===== config.mk =====
export PLATFORM = sky130hd
export DESIGN_NAME = generic_mul_pipe
export DESIGN_NICKNAME = d
export VERILOG_FILES = /design/src/rtl/generic_mul_pipe.sv
export SDC_FILE = /design/constraint.sdc
export NUM_CORES = 1
export LEC_CHECK = 0
export CAP_MARGIN = 0
export CORE_MARGIN = 5
export CORE_UTILIZATION = 42
export CTS_BUF_LIST = sky130_fd_sc_hd__clkbuf_4
export DETAILED_ROUTE_END_ITERATION = 10
export PLACE_DENSITY = 0.78
export REMOVE_ABC_BUFFERS = 1
export SLEW_MARGIN = 10
export SYNTH_ARGS = -nofsm -noshare
export SYNTH_HDL_FRONTEND = slang
export SYNTH_SLANG_ARGS = --single-unit

===== constraint.sdc =====
create_clock -name in_clock -period 1 [get_ports in_clock]
set_input_delay 0.1 -clock in_clock [delete_from_list [all_inputs] [get_ports in_clock]]
set_output_delay 0.1 -clock in_clock [all_outputs]
set_load 0.05 [all_outputs]

===== src/rtl/generic_mul_pipe.sv =====
// generic_mul_pipe: LANES-wide pipelined GF(2^BIT_WIDTH) multiplier with valid/ready handshake.
//
// Field arithmetic per lane:
//   BIT_WIDTH 1: GF(2),  product = a & b
//   BIT_WIDTH 2: GF(4),  polynomial basis, reduction polynomial x^2 + x + 1
//   BIT_WIDTH 4: GF(16), polynomial basis, reduction polynomial x^4 + x + 1
//
// Ports:
//   in_clock, in_reset   clock, synchronous active-high reset
//   in_valid, out_ready  upstream handshake (accept = in_valid & out_ready)
//   in_a, in_b           packed operands, lane i at [i*BIT_WIDTH +: BIT_WIDTH]
//   in_square            1: multiply a by itself, in_b ignored
//   out_valid, in_ready  downstream handshake (transfer = out_valid & in_ready)
//   out_c                packed products from the last stage
//   out_count            number of occupied stages
module generic_mul_pipe #(
    parameter int unsigned BIT_WIDTH = 2,
    parameter int unsigned LANES     = 4,
    parameter int unsigned LATENCY   = 2
) (
    input  logic                       in_clock,
    input  logic                       in_reset,
    input  logic                       in_valid,
    output logic                       out_ready,
    input  logic [LANES*BIT_WIDTH-1:0] in_a,
    input  logic [LANES*BIT_WIDTH-1:0] in_b,
    input  logic                       in_square,
    output logic                       out_valid,
    input  logic                       in_ready,
    output logic [LANES*BIT_WIDTH-1:0] out_c,
    output logic [2:0]                 out_count
);

    localparam int unsigned W = LANES * BIT_WIDTH;

    if (!(BIT_WIDTH == 1 || BIT_WIDTH == 2 || BIT_WIDTH == 4)) begin : g_bad_width
        $error("generic_mul_pipe: BIT_WIDTH must be 1, 2 or 4");
    end
    if (LATENCY < 1 || LATENCY > 4) begin : g_bad_latency
        $error("generic_mul_pipe: LATENCY must be in 1..4");
    end
    if (LANES < 1) begin : g_bad_lanes
        $error("generic_mul_pipe: LANES must be >= 1");
    end

    // ------------------------------------------------------------------
    // Per-lane field multipliers (purely combinational, feed stage 0)
    // ------------------------------------------------------------------
    logic [W-1:0] prod;

    for (genvar i = 0; i < LANES; i++) begin : g_lane
        logic [BIT_WIDTH-1:0] a;
        logic [BIT_WIDTH-1:0] b;
        logic [BIT_WIDTH-1:0] c;

        assign a = in_a[i*BIT_WIDTH +: BIT_WIDTH];
        assign b = in_square ? a : in_b[i*BIT_WIDTH +: BIT_WIDTH];

        if (BIT_WIDTH == 1) begin : g_gf2
            assign c = a & b;
        end else if (BIT_WIDTH == 2) begin : g_gf4
            // x^2 folds back as x + 1
            assign c[1] = (a[1] & b[1]) ^ (a[1] & b[0]) ^ (a[0] & b[1]);
            assign c[0] = (a[0] & b[0]) ^ (a[1] & b[1]);
        end else if (BIT_WIDTH == 4) begin : g_gf16
            logic [6:0] p;  // carry-less product before reduction
            assign p[0] = a[0] & b[0];
            assign p[1] = (a[1] & b[0]) ^ (a[0] & b[1]);
            assign p[2] = (a[2] & b[0]) ^ (a[1] & b[1]) ^ (a[0] & b[2]);
            assign p[3] = (a[3] & b[0]) ^ (a[2] & b[1]) ^ (a[1] & b[2]) ^ (a[0] & b[3]);
            assign p[4] = (a[3] & b[1]) ^ (a[2] & b[2]) ^ (a[1] & b[3]);
            assign p[5] = (a[3] & b[2]) ^ (a[2] & b[3]);
            assign p[6] = a[3] & b[3];
            // x^4 = x+1, x^5 = x^2+x, x^6 = x^3+x^2
            assign c[0] = p[0] ^ p[4];
            assign c[1] = p[1] ^ p[4] ^ p[5];
            assign c[2] = p[2] ^ p[5] ^ p[6];
            assign c[3] = p[3] ^ p[6];
        end else begin : g_gf_none
            assign c = '0;
        end

        assign prod[i*BIT_WIDTH +: BIT_WIDTH] = c;
    end

    // ------------------------------------------------------------------
    // Pipeline stages
    // ------------------------------------------------------------------
    logic [LATENCY-1:0] vld_q;
    logic [LATENCY-1:0] vld_d;
    logic [W-1:0]       data_q [LATENCY];
    logic [W-1:0]       data_d [LATENCY];
    logic [LATENCY-1:0] adv;
    logic               accept;
    logic [2:0]         count;

    // A stage advances when the one after it is empty or itself advancing,
    // so bubbles collapse; evaluated from the output end backwards.
    always_comb begin
        adv = '0;
        adv[LATENCY-1] = in_ready;
        for (int k = int'(LATENCY) - 2; k >= 0; k--) begin
            adv[k] = !vld_q[k+1] || adv[k+1];
        end
    end

    // Holding reset forces out_ready low so nothing is accepted meanwhile.
    assign out_ready = !in_reset && (!vld_q[0] || adv[0]);
    assign accept    = in_valid && out_ready;

    always_comb begin
        vld_d  = vld_q;
        data_d = data_q;
        if (accept) begin
            vld_d[0]  = 1'b1;
            data_d[0] = prod;
        end else if (adv[0]) begin
            vld_d[0] = 1'b0;
        end
        // A stage that advances always has its successor loading from it,
        // so downstream stages only ever load or hold.
        for (int k = 1; k < int'(LATENCY); k++) begin
            if (adv[k-1]) begin
                vld_d[k]  = vld_q[k-1];
                data_d[k] = data_q[k-1];
            end
        end
    end

    always_ff @(posedge in_clock) begin
        if (in_reset) begin
            vld_q <= '0;
            for (int k = 0; k < int'(LATENCY); k++) begin
                data_q[k] <= '0;
            end
        end else begin
            vld_q <= vld_d;
            for (int k = 0; k < int'(LATENCY); k++) begin
                data_q[k] <= data_d[k];
            end
        end
    end

    always_comb begin
        count = '0;
        for (int k = 0; k < int'(LATENCY); k++) begin
            count = count + {2'b00, vld_q[k]};
        end
    end

    assign out_valid = vld_q[LATENCY-1];
    assign out_c     = data_q[LATENCY-1];
    assign out_count = count;

endmodule


After elaboration in Yosys (flattened, before gate mapping)
Cells that the tools add are included.

word-level totals
  bits in registers = 18
  input port bits = 21
  output and inout bits = 13
  word-level logic and storage cells = 47

operators by class
  $add $sub $neg = 1
  muxes and demuxes = 6
  bitwise operators = 28
  reductions and logical operators = 8

operators by type and width
  kind                  number
  AND 1 bit             16
  bitwise XOR 1 bit     12
  2-to-1 mux 2 bit      4
  zero test 1 bit       3
  adder 1 x 1 -> 2 bit  1
  logical AND 1 bit     2
  logical OR 1 bit      2
  2-to-1 mux 1 bit      2
  nonzero test 2 bit    1

Longest topological paths before layout
  depth in word-level cells = 6
  mapped depth = 5

Worst setup path before layout
OpenSTA, ideal clock, no wires.

  path type = register -> output
  start point = register vld_q[1]
  end point = output out_ready
  arrival time = 1.655 ns
  setup slack = -0.755 ns
  cell stages (with the launch flop) = 4
  buffers on the path = 1
  cells stage by stage = dfxtp_1 nor2b_4 buf_2 a21oi_1

between the ends
  word-level cells in the longest chain between the ends = 4

ends and longest elaborated chain
  what                    line  RTL
  start, declared         89    logic [LATENCY-1:0] vld_q;
  start signal, assigned  137   vld_q <= vld_d;
  zero test 1 bit         103   adv[k] = !vld_q[k+1] || adv[k+1];
  logical OR 1 bit        103
  logical OR 1 bit        108   assign out_ready = !in_reset && (!vld_q[0] || adv[0]);
  logical AND 1 bit       108
  end, declared           24    output logic out_ready,

Every way passes these cells.

Worst setup path after layout
Ends and elaborated chain as after synthesis.

==> impl_metrics.tcl <==
set metrics [dict create \
    max_freq_mhz 751 \
    die_h_um 58.4 \
    drt_first_pass_iters 4 \
    cts-root-buf "clkbuf_4" \
    yosys.area.top_type_share 0.366 \
    clock-sinks 18 \
    swShare 0.341 \
    nets 193 \
    diodes 0 \
    ys_warn_count 0 \
    cts_buffers 3 \
    power-per-cell-area_nw_per_um2 1140 \
    dpl.cell_count 190 \
    via_per_inst 5.56 \
    synth_seq_area_share 0.366 \
    finalSetupViolCount 23 \
    ys_seq_elements 18 \
    ir_drop_v 0.000737 \
    row_count 17 \
    yosys.area.top_type "dfxtp_1" \
    pre_cts_ws_ns -0.420 \
    fin_crit_ns 1.33 \
    drv_slew 0 \
    port_buffers 32 \
    synth_common_cells "nand2_1 (25), a21oi_1 (18), dfxtp_1 (18), o21ai_0 (13), buf_4 (9)" \
    p_int_mw 1.25 \
    num_vias 1100 \
    finalHoldViolations 0 \
    wire_per_inst_um 16.1 \
    ys.flop_type "dfxtp_1" \
    grt_pass1_vias 1060 \
    grt_max_degree 21 \
    critical_path_peak_fanout 2 \
    place_hpwl_mm 2.00 \
    p_leak_nw 0.630 \
    cts_tree "done" \
    async_flop_share 0 \
    finalClockSkew_ns 0.0106 \
    synth.top_cells.by_area "dfxtp_1 (37%), nand2_1 (9.5%), a21oi_1 (9.2%)" \
    min_path_type "primary input to register" \
    synth-edff-count 0 \
    synth_area_um2 983 \
    drt_iter0_markers 35 \
    synth.distinct_cells 24 \
    drc 0 \
    area_growth_pct 69.6 \
    antenna_found_initial 0 \
    rsz0062_at_grt "true" \
    fin_cells 198 \
    grt_util_all_layers 0.179 \
    critPathLaunchType "register" \
    ios 34 \
    p_comb_frac 0.347 \
    end_kind "output pin" \
    status "complete, but fails checks" \
    p_switching_uw 648 \
    path_class "register to output pin" \
    dieArea_um2 3410 \
    start_util 0.440 \
    wl_mm 3.19 \
    clkLatencyLatePin_ns 0.32 \
    worstPathRequired_ns 0.90 \
    hold_buffers 0 \
    synth.most_common_cell "nand2_1" \
    synth_cells 135 \
    syn_avg_cell_area_um2 7.28 \
    fin_crit_sh 1.33 \
    setup_ws_ns -0.332 \
    clockBufferDepth 2 \
    coreArea_um2 2230 \
    clock_power_share 0.215 \
    fillerInstances 156 \
    critPathArrivalTime_ns 1.23 \
    fp.dieW_um 58.4 \
    drive_above_1_share 0.353 \
    failed_checks "setup timing" \
    maxCapViolations 0 \
    clk_pin_slew_ns 0.12 \
    hold_ws_ns 0.441 \
    grt_pass1_wl_mm 4.75 \
    grt_overflow 0 \
    seqPwrFrac 0.438 \
    gp_congestion 0.711 \
    htreeDepth 1 \
    drt.antenna.violating_nets 0 \
]
registers in the layout, summed over array words and instances, names as in the netlist:
name,flops
vld_q,2
out_c,8
data_q,8
per-layer routing:
layer / track usage / vias up / wire (um)
met5: 0 / - / 0
met4: 0.0795 / 0 / 120
met3: 0.0285 / 11 / 191
met2: 0.344 / 55 / 1660
met1: 0.186 / 502 / 1220
li1: - / 532 / -
final timing paths:
check        startpoint         to  slack, ns  depth (start not counted)
max reg2reg    vld_q[1]  data_q[9]      -0.27                          6
max            vld_q[1]  out_ready      -0.33                          4
min            in_valid   vld_q[0]       0.44                          3
min reg2reg  data_q[11]   out_c[3]       0.48                          2
metrics by stage:
step	utilization	area [um2]	power, mW	TNS (ns)
final	0.747	1670	1.90	-4.50
after global routing	0.747	1670	1.98	-5.76
after CTS	0.702	1570	1.80	-4.14
after detailed placement	0.649	1450	1.40	-6.55
after global placement	0.649	1450	1.38	-5.48
after floorplan	-	895	1.07	-7.79
repair_timing:
action | in CTS | in global routing
pin swaps | 6 | 15
endpoints found under the setup margin | 22 | 24
setup buffers | 2 | 1
cloned | 0 | 1
resized for setup | 16 | 22
cell type report:
class / instances / area, um2 / share of cell area
flip-flops and latches: 18 / 365 / 0.219
clock buffers: 3 / 22.5 / 0.0135
inverters: 5 / 18.8 / 0.0113
repair buffers: 45 / 591 / 0.354
multi-input cells: 98 / 632 / 0.379
well taps: 28 / 35.0 / 0.0210
clock inverters: 1 / 3.75 / 0.00225
power by group through the flow:
stage / registers (mW) / logic, mW / clock network [mW]
3_5_place_dp: 0.832 / 0.571 / 0
4_1_cts: 0.821 / 0.605 / 0.371
5_1_grt: 0.839 / 0.701 / 0.445
6_report: 0.833 / 0.659 / 0.408
3_3_place_gp: 0.831 / 0.551 / 0
2_1_floorplan: 0.897 / 0.175 / 0
layout by cell type (no fill, tap or decap), types with 2 or more instances in the layout:
cell type	netlist	routed
nand2_2	0	9
nor2_1	8	7
a21boi_0	3	3
a21oi_1	18	9
nand3_2	0	4
a31oi_1	7	7
clkdlybuf4s50_1	0	20
a21oi_2	0	8
o21ai_1	4	4
o21ai_0	13	13
buf_4	9	6
buf_6	0	4
buf_12	0	13
o221ai_1	2	2
nor3_1	4	4
clkbuf_4	0	3
inv_1	5	5
nand2_1	25	16
dfxtp_2	0	4
dfxtp_1	18	14
logic make-up after synthesis:
family,count (synthesis),synth area share
other,1,0.00381
buffers and inverters,19,0.109
adders and majority gates,1,0.0127
and+or+nand+nor,46,0.207
AOI/OAI and AO/OA,50,0.300
DFF,18,0.366
worst max-delay path, cell delays in order (launching register included):
cell	delay, ns
dfxtp_2	0.35
nor2b_4	0.13
buf_6	0.12
a21oi_4	0.15
buf_12	0.16
Note: power is estimated with default switching activity, not from simulation.
